===== config.mk =====
export PLATFORM = sky130hd
export DESIGN_NAME = read_miss_fill_handler_flat
export DESIGN_NICKNAME = d
export VERILOG_FILES = /design/src/rtl/read_miss_fill_handler_pkg.sv /design/src/rtl/read_miss_fill_handler_if.sv /design/src/rtl/read_miss_fill_handler_entry_buf.sv /design/src/rtl/read_miss_fill_handler.sv /design/src/flat_wrapper.sv
export SDC_FILE = /design/constraint.sdc
export NUM_CORES = 1
export LEC_CHECK = 0
export CORE_MARGIN = 2
export CORE_UTILIZATION = 45
export CTS_CLUSTER_DIAMETER = 30
export DETAILED_ROUTE_END_ITERATION = 10
export GPL_ROUTABILITY_DRIVEN = 0
export GPL_TIMING_DRIVEN = 1
export PLACE_DENSITY = 0.68
export SETUP_SLACK_MARGIN = 0.02
export SLEW_MARGIN = 10
export SYNTH_ARGS = -nofsm -noshare
export SYNTH_HDL_FRONTEND = slang
export SYNTH_HIERARCHICAL = 1
export SYNTH_SLANG_ARGS = --single-unit
export TNS_END_PERCENT = 100

===== constraint.sdc =====
create_clock -name clk -period 16.2 [get_ports clk]
set_clock_uncertainty 0.05 [all_clocks]
set_input_delay 2.43 -clock clk [delete_from_list [all_inputs] [get_ports clk]]
set_output_delay 2.43 -clock clk [all_outputs]
set_load 0.05 [all_outputs]

===== src/rtl/read_miss_fill_handler_pkg.sv =====
// ============================================================================
// Module   : dram_cache_pkg
// Brief    : Shared widths, entry type and helpers for the read-miss fill path
// Revision : 1.0 - buffered multi-entry fill handler
// ============================================================================
`default_nettype none

`ifndef AXI_ADDR_WIDTH
`define AXI_ADDR_WIDTH 32
`endif
`ifndef AXI_DATA_WIDTH
`define AXI_DATA_WIDTH 32
`endif

package dram_cache_pkg;

  localparam int AXI_ADDR_WIDTH = `AXI_ADDR_WIDTH;
  localparam int AXI_DATA_WIDTH = `AXI_DATA_WIDTH;
  localparam int RMH_DEPTH      = 4;

  typedef struct packed {
    logic [AXI_ADDR_WIDTH-1:0] addr;
    logic [AXI_DATA_WIDTH-1:0] data;
  } rmh_entry_t;

  function automatic int rmh_ptr_width(input int depth);
    return (depth > 1) ? $clog2(depth) : 1;
  endfunction

endpackage

`default_nettype wire


===== src/rtl/read_miss_fill_handler_if.sv =====
// ============================================================================
// Module   : read_miss_fill_handler_if
// Brief    : CXL return, R_MISS_FIFO, ROB and Arbiter handshakes of the handler
// Revision : 1.0 - buffered multi-entry fill handler
// ============================================================================
`default_nettype none

interface read_miss_fill_handler_if
  import dram_cache_pkg::*;
#(
  parameter int ADDR_WIDTH = AXI_ADDR_WIDTH,
  parameter int DATA_WIDTH = AXI_DATA_WIDTH
);
  localparam int WDATA_WIDTH = ADDR_WIDTH + DATA_WIDTH;

  logic                   valid_i;
  logic                   ready_o;
  logic [DATA_WIDTH-1:0]  data_i;
  logic                   read_en_o;
  logic                   empty_i;
  logic [ADDR_WIDTH-1:0]  ar_i;
  logic                   write_en_o;
  logic                   full_i;
  logic [WDATA_WIDTH-1:0] wdata_ROB_o;
  logic                   valid_o;
  logic                   ready_i;
  logic [WDATA_WIDTH-1:0] wdata_Arbiter_o;

  modport slave (
    input  valid_i, data_i, empty_i, ar_i, full_i, ready_i,
    output ready_o, read_en_o, write_en_o, wdata_ROB_o, valid_o, wdata_Arbiter_o
  );

  modport master (
    output valid_i, data_i, empty_i, ar_i, full_i, ready_i,
    input  ready_o, read_en_o, write_en_o, wdata_ROB_o, valid_o, wdata_Arbiter_o
  );

endinterface

`default_nettype wire


===== src/rtl/read_miss_fill_handler_entry_buf.sv =====
// ============================================================================
// Module   : rmh_entry_buf
// Brief    : DEPTH-entry {addr,data} store, tail write / head read, pend bits
// Revision : 1.0 - buffered multi-entry fill handler
// ============================================================================
`default_nettype none

module rmh_entry_buf
  import dram_cache_pkg::*;
#(
  parameter int WDATA_WIDTH = AXI_ADDR_WIDTH + AXI_DATA_WIDTH,
  parameter int DEPTH       = RMH_DEPTH,
  parameter int PTR_W       = rmh_ptr_width(DEPTH)
) (
  input  logic                   clk,
  input  logic                   rst_n,
  input  logic                   wr_en,
  input  logic [PTR_W-1:0]       wr_ptr,
  input  logic [WDATA_WIDTH-1:0] wr_data,
  input  logic                   wr_arb_pend,
  input  logic [PTR_W-1:0]       rd_ptr,
  input  logic                   clr_rob,
  input  logic                   clr_arb,
  output logic [WDATA_WIDTH-1:0] rd_data,
  output logic                   rd_rob_pend,
  output logic                   rd_arb_pend
);

  logic [WDATA_WIDTH-1:0] r_mem [DEPTH];
  logic [DEPTH-1:0]       r_rob_pend;
  logic [DEPTH-1:0]       r_arb_pend;

  // Payload needs no reset: it is only observed while its pend bits are set.
  always_ff @(posedge clk) begin
    if (wr_en) begin
      r_mem[wr_ptr] <= wr_data;
    end
  end

  // Tail write and head clear never hit the same slot: a write needs a free
  // slot, a clear needs a live head, and head==tail then implies empty.
  always_ff @(posedge clk or negedge rst_n) begin
    if (!rst_n) begin
      r_rob_pend <= '0;
      r_arb_pend <= '0;
    end else begin
      if (clr_rob) r_rob_pend[rd_ptr] <= 1'b0;
      if (clr_arb) r_arb_pend[rd_ptr] <= 1'b0;
      if (wr_en) begin
        r_rob_pend[wr_ptr] <= 1'b1;
        r_arb_pend[wr_ptr] <= wr_arb_pend;
      end
    end
  end

  assign rd_data     = r_mem[rd_ptr];
  assign rd_rob_pend = r_rob_pend[rd_ptr];
  assign rd_arb_pend = r_arb_pend[rd_ptr];

endmodule

`default_nettype wire


===== src/rtl/read_miss_fill_handler.sv =====
// ============================================================================
// Module   : read_miss_fill_handler
// Brief    : Pairs CXL return beats with R_MISS_FIFO addresses, buffers them
//            and dispatches in order to the ROB and (optionally) fill Arbiter
// Revision : 1.0 - buffered multi-entry fill handler
// ============================================================================
`default_nettype none

module read_miss_fill_handler
  import dram_cache_pkg::*;
#(
  parameter int ADDR_WIDTH  = AXI_ADDR_WIDTH,
  parameter int DATA_WIDTH  = AXI_DATA_WIDTH,
  parameter int WDATA_WIDTH = ADDR_WIDTH + DATA_WIDTH,
  parameter int DEPTH       = RMH_DEPTH,
  parameter bit FILL_EN     = 1'b1
) (
  input  logic                      clk,
  input  logic                      rst_n,
  read_miss_fill_handler_if.slave   bus,
  output logic [$clog2(DEPTH):0]    occupancy_o,
  output logic                      err_o
);

  localparam int PTR_W = rmh_ptr_width(DEPTH);
  localparam int OCC_W = $clog2(DEPTH) + 1;
  localparam logic [OCC_W-1:0] c_full = OCC_W'(DEPTH);

  logic [PTR_W-1:0]       r_head;
  logic [PTR_W-1:0]       r_tail;
  logic [OCC_W-1:0]       r_occ;
  logic                   r_err;

  logic                   w_ready;
  logic                   w_accept;
  logic                   w_drop;
  logic                   w_nonempty;
  logic                   w_rob_go;
  logic                   w_arb_valid;
  logic                   w_arb_go;
  logic                   w_retire;
  logic [WDATA_WIDTH-1:0] w_head_data;
  logic                   w_head_rob;
  logic                   w_head_arb;

  // Ready depends on occupancy alone, so a same-cycle retire cannot open it.
  assign w_ready    = (r_occ != c_full);
  assign w_accept   = bus.valid_i & w_ready & ~bus.empty_i;
  assign w_drop     = bus.valid_i & w_ready & bus.empty_i;
  assign w_nonempty = (r_occ != '0);

  assign w_rob_go    = w_nonempty & w_head_rob & ~bus.full_i;
  assign w_arb_valid = FILL_EN & w_nonempty & w_head_arb;
  assign w_arb_go    = w_arb_valid & bus.ready_i;

  // Head leaves once neither side still owes a delivery after this cycle.
  assign w_retire = w_nonempty
                  & ~(w_head_rob & ~w_rob_go)
                  & ~(w_head_arb & ~w_arb_go);

  rmh_entry_buf #(
    .WDATA_WIDTH (WDATA_WIDTH),
    .DEPTH       (DEPTH),
    .PTR_W       (PTR_W)
  ) u_entry_buf (
    .clk         (clk),
    .rst_n       (rst_n),
    .wr_en       (w_accept),
    .wr_ptr      (r_tail),
    .wr_data     ({bus.ar_i, bus.data_i}),
    .wr_arb_pend (FILL_EN),
    .rd_ptr      (r_head),
    .clr_rob     (w_rob_go),
    .clr_arb     (w_arb_go),
    .rd_data     (w_head_data),
    .rd_rob_pend (w_head_rob),
    .rd_arb_pend (w_head_arb)
  );

  always_ff @(posedge clk or negedge rst_n) begin
    if (!rst_n) begin
      r_head <= '0;
      r_tail <= '0;
      r_occ  <= '0;
      r_err  <= 1'b0;
    end else begin
      if (w_accept) r_tail <= r_tail + 1'b1;
      if (w_retire) r_head <= r_head + 1'b1;
      case ({w_accept, w_retire})
        2'b10:   r_occ <= r_occ + 1'b1;
        2'b01:   r_occ <= r_occ - 1'b1;
        default: r_occ <= r_occ;
      endcase
      if (w_drop) r_err <= 1'b1;
    end
  end

  assign bus.ready_o         = w_ready;
  assign bus.read_en_o       = w_accept;
  assign bus.write_en_o      = w_rob_go;
  assign bus.wdata_ROB_o     = w_nonempty ? w_head_data : '0;
  assign bus.valid_o         = w_arb_valid;
  assign bus.wdata_Arbiter_o = (FILL_EN && w_nonempty) ? w_head_data : '0;
  assign occupancy_o         = r_occ;
  assign err_o               = r_err;

endmodule

`default_nettype wire


===== src/flat_wrapper.sv =====
// flat-port wrapper written by rule: the top's interface ports become plain ports
module read_miss_fill_handler_flat import dram_cache_pkg::*;
#(
  parameter int ADDR_WIDTH  = AXI_ADDR_WIDTH,
  parameter int DATA_WIDTH  = AXI_DATA_WIDTH,
  parameter int WDATA_WIDTH = ADDR_WIDTH + DATA_WIDTH,
  parameter int DEPTH       = RMH_DEPTH,
  parameter bit FILL_EN     = 1'b1
)
  (clk, rst_n, occupancy_o, err_o, bus_valid_i, bus_data_i, bus_empty_i, bus_ar_i, bus_full_i, bus_ready_i, bus_ready_o, bus_read_en_o, bus_write_en_o, bus_wdata_ROB_o, bus_valid_o, bus_wdata_Arbiter_o);
  read_miss_fill_handler_if #(.ADDR_WIDTH(ADDR_WIDTH), .DATA_WIDTH(DATA_WIDTH)) bus_i ();
  input  logic clk;
  input  logic rst_n;
  output logic [$clog2(DEPTH):0] occupancy_o;
  output logic err_o;
  input wire logic [$bits(bus_i.valid_i)-1:0] bus_valid_i;
  input wire logic [$bits(bus_i.data_i)-1:0] bus_data_i;
  input wire logic [$bits(bus_i.empty_i)-1:0] bus_empty_i;
  input wire logic [$bits(bus_i.ar_i)-1:0] bus_ar_i;
  input wire logic [$bits(bus_i.full_i)-1:0] bus_full_i;
  input wire logic [$bits(bus_i.ready_i)-1:0] bus_ready_i;
  output wire logic [$bits(bus_i.ready_o)-1:0] bus_ready_o;
  output wire logic [$bits(bus_i.read_en_o)-1:0] bus_read_en_o;
  output wire logic [$bits(bus_i.write_en_o)-1:0] bus_write_en_o;
  output wire logic [$bits(bus_i.wdata_ROB_o)-1:0] bus_wdata_ROB_o;
  output wire logic [$bits(bus_i.valid_o)-1:0] bus_valid_o;
  output wire logic [$bits(bus_i.wdata_Arbiter_o)-1:0] bus_wdata_Arbiter_o;
  assign bus_i.valid_i = bus_valid_i;
  assign bus_i.data_i = bus_data_i;
  assign bus_i.empty_i = bus_empty_i;
  assign bus_i.ar_i = bus_ar_i;
  assign bus_i.full_i = bus_full_i;
  assign bus_i.ready_i = bus_ready_i;
  assign bus_ready_o = bus_i.ready_o;
  assign bus_read_en_o = bus_i.read_en_o;
  assign bus_write_en_o = bus_i.write_en_o;
  assign bus_wdata_ROB_o = bus_i.wdata_ROB_o;
  assign bus_valid_o = bus_i.valid_o;
  assign bus_wdata_Arbiter_o = bus_i.wdata_Arbiter_o;
  read_miss_fill_handler #(.ADDR_WIDTH(ADDR_WIDTH), .DATA_WIDTH(DATA_WIDTH), .WDATA_WIDTH(WDATA_WIDTH), .DEPTH(DEPTH), .FILL_EN(FILL_EN)) u_core (.clk(clk), .rst_n(rst_n), .bus(bus_i), .occupancy_o(occupancy_o), .err_o(err_o));
endmodule

==> impl_metrics.prom, run 1 <==
# TYPE chip_impl_metric gauge
chip_impl_info{name="outcome",value="complete, no violations"} 1
chip_impl_metric{name="ratio_of_routed_vias_to_standard_cells",unit=""} 5.07
chip_impl_info{name="worst-setup-path-type",value="in -> out"} 1
chip_impl_metric{name="worstPathBufferInverterCount",unit=""} 2
chip_impl_metric{name="layout.cell_area.non_filler",unit="sq um"} 14700
chip_impl_metric{name="drt_pass1_iterations",unit=""} 4
chip_impl_metric{name="post-route-min-period",unit="ns"} 6.94
chip_impl_metric{name="die_area",unit="sq um"} 26100
chip_impl_metric{name="netlist.area_leader.share",unit="%"} 68.9
chip_impl_metric{name="nNetsFinal",unit=""} 798
chip_impl_info{name="synth.largest_area_cell",value="sky130_fd_sc_hd__edfxtp_1"} 1
chip_impl_metric{name="timing.final.ws_setup",unit="ns"} 9.26
chip_impl_metric{name="floorplan.die.height",unit="um"} 162
chip_impl_info{name="critPathLaunchType",value="primary input"} 1
chip_impl_info{name="largest_delay_share_family_worst_path",value="buffers and inverters"} 1
chip_impl_info{name="crit_top_cell",value="sky130_fd_sc_hd__clkdlybuf4s50_1"} 1
chip_impl_metric{name="ys_seq_elements",unit=""} 272
chip_impl_metric{name="starting_density",unit="%"} 45.9
chip_impl_info{name="endpoint_kind",value="output pin"} 1
chip_impl_metric{name="io-pin-count",unit=""} 206
chip_impl_metric{name="drc_errors",unit=""} 0
chip_impl_metric{name="via_count_of_the_first_global_routing_pass",unit=""} 6112
chip_impl_metric{name="grt_max_degree",unit=""} 76
chip_impl_info{name="worstHoldPathType",value="reg -> reg"} 1
chip_impl_metric{name="number_of_antenna_violations_at_the_first_check_in_global_routing",unit=""} 0
chip_impl_metric{name="share_of_the_cycle_needed_by_the_critical_path_after_routing",unit="%"} 42.8
chip_impl_info{name="critical-path-slowest-cell",value="sky130_fd_sc_hd__clkdlybuf4s50_1"} 1
chip_impl_metric{name="n_fill_cell",unit=""} 1694
chip_impl_metric{name="core",unit="sq um"} 24300
chip_impl_metric{name="final_hold_vio_count",unit=""} 0
chip_impl_metric{name="grt_residual_overflow",unit=""} 0
chip_impl_metric{name="drive_above_1_share",unit="%"} 24.7
chip_impl_metric{name="cts-hold-fix-buffers",unit=""} 0
chip_impl_metric{name="routed_wirelength",unit="mm"} 21.3
chip_impl_metric{name="finalSetupViolCount",unit=""} 0
chip_impl_metric{name="crit_path_max_incr_delay",unit="ns"} 0.94
chip_impl_metric{name="drv.max_cap_violation_count",unit=""} 0
chip_impl_metric{name="numClockSinks",unit=""} 272
chip_impl_info{name="timing.critical_path.cells",value="clkdlybuf4s50_1 -> nor3b_2 -> clkdlybuf4s50_1"} 1
chip_impl_metric{name="detail_route.iter0.violations",unit=""} 286
chip_impl_info{name="cell_with_the_most_instances_after_synthesis",value="sky130_fd_sc_hd__edfxtp_1"} 1
chip_impl_metric{name="cts_max_level",unit=""} 2
chip_impl_metric{name="synth.avg_cell_area",unit="sq um"} 20.4
chip_impl_info{name="post_synth_most_frequent_cells",value="sky130_fd_sc_hd__edfxtp_1 (256), sky130_fd_sc_hd__mux4_2 (66), sky130_fd_sc_hd__buf_4 (64), sky130_fd_sc_hd__and2_1 (40), sky130_fd_sc_hd__and2_4 (20)"} 1
chip_impl_metric{name="area_growth_syn_to_layout",unit="%"} 31.7
chip_impl_metric{name="placed_instance_area",unit="sq um"} 13000
chip_impl_metric{name="clk_path_buf_depth",unit=""} 3
chip_impl_metric{name="ys_warn_count",unit=""} 6
chip_impl_metric{name="fraction_of_synthesis_flops_using_an_asynchronous_set_or_reset_pin",unit="%"} 5.88
chip_impl_metric{name="placement_rows",unit=""} 57
chip_impl_metric{name="critPathArrivalTime",unit="ns"} 4.46
chip_impl_metric{name="drt.antenna.violating_nets",unit=""} 0
chip_impl_metric{name="fin_setup_tns",unit="ns"} 0
chip_impl_metric{name="post_cts_resized",unit=""} 0
chip_impl_metric{name="worst_skew_pair.late_latency",unit="ns"} 0.53
chip_impl_metric{name="yosysUniqueCellTypes",unit=""} 38
chip_impl_info{name="root_buffer",value="sky130_fd_sc_hd__clkbuf_16"} 1
chip_impl_metric{name="maxSlewHeadroom",unit="%"} 26.4
chip_impl_info{name="synth_top_cells_by_area",value="sky130_fd_sc_hd__edfxtp_1 (69%), sky130_fd_sc_hd__mux4_2 (13%), sky130_fd_sc_hd__buf_4 (4.3%), sky130_fd_sc_hd__dfrtp_1 (3.6%), sky130_fd_sc_hd__and2_1 (2.2%)"} 1
chip_impl_metric{name="synth_sequential_area_ratio",unit="%"} 72.4
chip_impl_metric{name="die_width",unit="um"} 162
chip_impl_metric{name="mappedNetlistArea",unit="sq um"} 11200
chip_impl_metric{name="post-cts-setup-buffer-count",unit=""} 0
chip_impl_metric{name="worstPathMaxFanout",unit=""} 11
chip_impl_metric{name="dp_hpwl",unit="mm"} 11.9
chip_impl_metric{name="grt_pass1_wl",unit="mm"} 33.5
chip_impl_metric{name="route.detailed.wl_per_inst",unit="um"} 19.6
chip_impl_metric{name="dp_slack",unit="ns"} 8.88
chip_impl_metric{name="io_buffers",unit=""} 205
chip_impl_metric{name="timing.final.max_slew_violations",unit=""} 0
chip_impl_metric{name="critPathRequiredTime",unit="ns"} 13.72
chip_impl_info{name="flip_flop_cell_with_the_highest_count_after_synthesis",value="sky130_fd_sc_hd__edfxtp_1"} 1
chip_impl_metric{name="synth_cells",unit=""} 548
chip_impl_metric{name="total_grt_usage",unit="%"} 16.7
chip_impl_info{name="cts_tree",value="built"} 1
chip_impl_metric{name="synth_enable_flop_cells",unit=""} 256
chip_impl_metric{name="clock_pin_slew_worst_setup_and_hold_paths",unit="ns"} 0.05
chip_impl_metric{name="cts_inserted_buffers",unit=""} 51
chip_impl_metric{name="worst-slew-pin-transition",unit="ns"} 1.10
chip_impl_metric{name="detailroute.via_count",unit=""} 5514
chip_impl_metric{name="maxClockFrequency",unit="GHz"} 0.144
chip_impl_info{name="rsz0062_at_grt",value="false"} 1
[registers in the layout, summed over array words and instances, names as in the netlist]
signal	cells
u_core/r_head	2
u_core/u_entry_buf/r_rob_pend	4
u_core/err_o	1
u_core/occupancy_o	3
u_core/u_entry_buf/r_arb_pend	4
u_core/r_tail	2
u_core/u_entry_buf/r_mem	256
[worst paths after layout]
kind | from | slack, ns | to | depth (start not counted)
worst max-delay path | bus_valid_i | 9.26 | bus_read_en_o | 3
worst min-delay path | u_core/u_entry_buf/r_rob_pend[1] | 0.42 | u_core/u_entry_buf/r_rob_pend[1] | 1
worst max register to register | u_core/r_head[0] | 12.43 | u_core/occupancy_o[2] | 10
worst min register to register | u_core/u_entry_buf/r_rob_pend[1] | 0.42 | u_core/u_entry_buf/r_rob_pend[1] | 1
max in group asynchronous | rst_n | 13.26 | u_core/r_head[0] | 1
min in group asynchronous | rst_n | 2.29 | u_core/u_entry_buf/r_arb_pend[2] | 1
[routing by layer]
layer / track usage, % / wire length, um / vias up
met1: 20.6 / 8460 / 2831
li1: - / - / 2460
met3: 4.26 / 1270 / 33
met4: 4.95 / 374 / 0
met5: 0 / 0 / -
met2: 29.3 / 11200 / 190
[per-stage QoR]
step                util, %  hold slack (ns)  std cells
CTS                    60.4            0.424       1086
detailed placement     53.4            0.413        997
floorplan                 -            0.394        551
global placement       53.4            0.407        997
global route           60.4            0.437       1086
finish                 60.4            0.424       1087
[kinds of logic (layout without fill, tap and decap cells)]
group | count (synthesis) | count (layout) | synth area share [%]
AO/OA/AOI/OAI | 10 | 10 | 0.661
XOR/XNOR | 7 | 7 | 0.549
adder cells (fa/ha/maj) | 2 | 2 | 0.291
buffers and inverters | 96 | 307 | 6.68
flip-flops | 272 | 272 | 72.4
multiplexers | 66 | 66 | 13.3
other | 1 | 5 | 0.0336
AND/OR/NAND/NOR | 94 | 94 | 6.03
[area by class of cell]
cell class | count | area, sq um | share of cell area [%]
sequential | 272 | 8100 | 55.1
multi-input combinational | 183 | 2360 | 16.1
timing repair buffer | 209 | 2080 | 14.2
clock buffer | 59 | 1340 | 9.10
tap | 324 | 405 | 2.76
clock inverter | 30 | 378 | 2.57
inverter | 9 | 33.8 | 0.230
antenna | 1 | 2.50 | 0.0170
[layout by cell type, fill, tap and decap left out, drive strengths merged, types with 5 or more instances in the layout]
master,instances
and3b,5
edfxtp,256
bufinv,7
clkdlybuf4s50,205
xor2,5
inv,13
clkbuf,59
and2,65
mux4,66
clkinv,12
clkinvlp,7
dfrtp,16
Power of run 1 is left out: the tool's default activity adds up to more than one toggle a clock period on the data nets, which glitch-free logic cannot reach.
==> run 2, diff against run 1 <==
--- a/config.mk
+++ b/config.mk
@@ -11,7 +11,7 @@
 export DETAILED_ROUTE_END_ITERATION = 10
 export GPL_ROUTABILITY_DRIVEN = 0
 export GPL_TIMING_DRIVEN = 1
-export PLACE_DENSITY = 0.68
+export PLACE_DENSITY = 0.71
 export SETUP_SLACK_MARGIN = 0.02
 export SLEW_MARGIN = 10
 export SYNTH_ARGS = -nofsm -noshare
==> constraint.sdc (replaced) <==
create_clock -name clk -period 6.3 [get_ports clk]
set_clock_uncertainty 0.05 [all_clocks]
set_input_delay 0.945 -clock clk [delete_from_list [all_inputs] [get_ports clk]]
set_output_delay 0.945 -clock clk [all_outputs]
set_load 0.05 [all_outputs]
==> run 2 against run 1 <==
Final area down 0.43%. Highest routed layer is now met5. Critical endpoint is now bus_wdata_ROB_o[5]. Global-route usage down 0.17 points. Worst hold slack worse by 0.012 ns. Register-to-register slack worse by 9.9 ns. Core utilization down 0.26 points. Wire length down 0.31%. Flip-flop and latch count unchanged.
==> impl_metrics.prom, run 2 (synthesis results as in run 1) <==
# TYPE chip_impl_metric gauge
chip_impl_info{name="outcome",value="complete, no violations"} 1
chip_impl_metric{name="r2r.worst_path.cells",unit=""} 10
chip_impl_metric{name="sequential_cell_area",unit="sq um"} 8100
chip_impl_metric{name="hold_path_depth",unit=""} 1
chip_impl_metric{name="layout.cell_area.non_filler",unit="sq um"} 14600
chip_impl_metric{name="core",unit="sq um"} 24300
chip_impl_metric{name="route.detailed.wl_per_inst",unit="um"} 19.5
chip_impl_info{name="layout_commonest_cell",value="sky130_fd_sc_hd__edfxtp_1"} 1
chip_impl_metric{name="timing.reg2reg.setup_slack",unit="ns"} 2.52
chip_impl_metric{name="drv.max_cap_violation_count",unit=""} 0
chip_impl_info{name="endpoint_kind",value="output pin"} 1
chip_impl_metric{name="maxSlewHeadroom",unit="%"} 25.2
chip_impl_metric{name="placed_instance_area",unit="sq um"} 13000
chip_impl_metric{name="number_of_antenna_violations_at_the_first_check_in_global_routing",unit=""} 1
chip_impl_info{name="layout.cells.most_common_list",value="sky130_fd_sc_hd__edfxtp_1 (256), sky130_fd_sc_hd__clkdlybuf4s50_1 (205), sky130_fd_sc_hd__mux4_2 (66)"} 1
chip_impl_info{name="worst_r2r_endpoint",value="u_core/occupancy_o[2]"} 1
chip_impl_metric{name="die_area",unit="sq um"} 26100
chip_impl_info{name="min_delay_startpoint",value="u_core/err_o"} 1
chip_impl_metric{name="post_cts_resized",unit=""} 0
chip_impl_metric{name="drt.antenna.violating_nets",unit=""} 0
chip_impl_metric{name="clock_pin_slew_worst_setup_and_hold_paths",unit="ns"} 0.05
chip_impl_metric{name="cts_inserted_buffers",unit=""} 49
chip_impl_metric{name="fin_hold_ws",unit="ns"} 0.412
chip_impl_metric{name="io-pin-count",unit=""} 206
chip_impl_metric{name="grt_residual_overflow",unit=""} 0
chip_impl_metric{name="starting_density",unit="%"} 45.9
chip_impl_metric{name="critPathRequiredTime",unit="ns"} 5.30
chip_impl_metric{name="area_growth_syn_to_layout",unit="%"} 31.1
chip_impl_info{name="worstHoldPathType",value="reg -> reg"} 1
chip_impl_info{name="max_flop_register",value="u_core/u_entry_buf/r_mem"} 1
chip_impl_info{name="rsz0062_at_grt",value="false"} 1
chip_impl_metric{name="fin_setup_tns",unit="ns"} 0
chip_impl_info{name="critPathLaunchType",value="flop"} 1
chip_impl_metric{name="maxClockFrequency",unit="GHz"} 0.215
chip_impl_metric{name="total_grt_usage",unit="%"} 16.6
chip_impl_metric{name="detail_route.iter0.violations",unit=""} 333
chip_impl_metric{name="worstPathMaxFanout",unit=""} 39
chip_impl_metric{name="die_width",unit="um"} 162
chip_impl_metric{name="via_count_of_the_first_global_routing_pass",unit=""} 5981
chip_impl_metric{name="worst_skew_pair.late_latency",unit="ns"} 0.53
chip_impl_metric{name="post-route-min-period",unit="ns"} 4.65
chip_impl_metric{name="nNetsFinal",unit=""} 796
chip_impl_metric{name="routed_wirelength",unit="mm"} 21.3
chip_impl_metric{name="multi_input_comb_area",unit="sq um"} 2370
chip_impl_metric{name="floorplan.die.height",unit="um"} 162
chip_impl_metric{name="cts-hold-fix-buffers",unit=""} 0
chip_impl_metric{name="grt_pass1_wl",unit="mm"} 33.1
chip_impl_info{name="rr_startpoint",value="u_core/r_head[0]"} 1
chip_impl_info{name="root_buffer",value="sky130_fd_sc_hd__clkbuf_16"} 1
chip_impl_metric{name="drt_pass1_iterations",unit=""} 4
chip_impl_metric{name="detailroute.via_count",unit=""} 5563
chip_impl_metric{name="post-cts-setup-buffer-count",unit=""} 0
chip_impl_metric{name="timing.final.max_slew_violations",unit=""} 0
chip_impl_info{name="cts_tree",value="built"} 1
chip_impl_metric{name="ratio_of_routed_vias_to_standard_cells",unit=""} 5.11
chip_impl_metric{name="share_of_the_cycle_needed_by_the_critical_path_after_routing",unit="%"} 73.9
chip_impl_metric{name="drive_above_1_share",unit="%"} 24.1
chip_impl_metric{name="placement_rows",unit=""} 57
chip_impl_info{name="worst-setup-path-type",value="reg -> out"} 1
chip_impl_metric{name="final_hold_vio_count",unit=""} 0
chip_impl_metric{name="finalSetupViolCount",unit=""} 0
chip_impl_metric{name="io_buffers",unit=""} 205
chip_impl_metric{name="numClockSinks",unit=""} 272
chip_impl_metric{name="insertedDiodeCount",unit=""} 0
chip_impl_metric{name="drc_errors",unit=""} 0
chip_impl_metric{name="worst-slew-pin-transition",unit="ns"} 1.12
chip_impl_metric{name="clk_path_buf_depth",unit=""} 3
chip_impl_metric{name="cts_max_level",unit=""} 2
chip_impl_metric{name="dp_hpwl",unit="mm"} 12.0
chip_impl_metric{name="largest_register_ffs",unit=""} 256
chip_impl_info{name="whs_endpoint",value="u_core/err_o"} 1
chip_impl_metric{name="critPathArrivalTime",unit="ns"} 3.66
chip_impl_metric{name="grt_max_degree",unit=""} 76
chip_impl_metric{name="n_fill_cell",unit=""} 1759
chip_impl_info{name="biggestRegsByFlops",value="u_core/u_entry_buf/r_mem: 256 flops, u_core/u_entry_buf/r_arb_pend: 4 flops, u_core/u_entry_buf/r_rob_pend: 4 flops"} 1
[run 2: critical path: stages (launching register included)]
cell,delay [ns]
sky130_fd_sc_hd__dfrtp_4,0.90
sky130_fd_sc_hd__buf_4,0.69
sky130_fd_sc_hd__mux4_2,0.60
sky130_fd_sc_hd__and2_1,0.19
sky130_fd_sc_hd__clkdlybuf4s50_1,0.72
[run 2: per-stage QoR]
| stage | setup WS [ns] | instances | util [%] |
|---|---|---|---|
| detailed placement | 1.92 | 997 | 53.4 |
| CTS | 1.51 | 1089 | 60.2 |
| finish | 1.65 | 1089 | 60.2 |
| global route | 1.35 | 1089 | 60.2 |
| floorplan | 0.388 | 551 | - |
| global placement | 2.06 | 997 | 53.4 |
[run 2: routing by layer]
metal	wire length [um]	global-route usage [%]	share of wire, %	vias to the layer above
met1	8680	21.2	41	2846
met5	11	0	0.052	-
met3	1550	4.67	7.3	30
met4	282	4.30	1.3	2
met2	10700	28.1	50	223
li1	-	-	-	2462
[run 2: worst max-delay path by stage]
stage,from,to,slack (ns),cells past startpoint
final,u_core/r_head[0],bus_wdata_ROB_o[5],1.65,4
after global routing,u_core/r_head[0],bus_wdata_Arbiter_o[5],1.35,4
after CTS,u_core/r_head[0],bus_wdata_Arbiter_o[5],1.51,4
after detailed placement,bus_valid_i,bus_read_en_o,1.92,3
after global placement,bus_valid_i,bus_read_en_o,2.06,3
after floorplan,bus_empty_i,u_core/u_entry_buf/r_mem[0][0],0.39,2
[run 2: cell type report]
| type | count | area share, % |
|---|---|---|
| Multi-Input combinational cell | 183 | 16.2 |
| Clock inverter | 36 | 2.33 |
| Sequential cell | 272 | 55.3 |
| Clock buffer | 56 | 8.85 |
| Tap cell | 324 | 2.77 |
| Timing Repair Buffer | 209 | 14.3 |
| Inverter | 9 | 0.231 |
Power of run 2 is left out for the same reason.
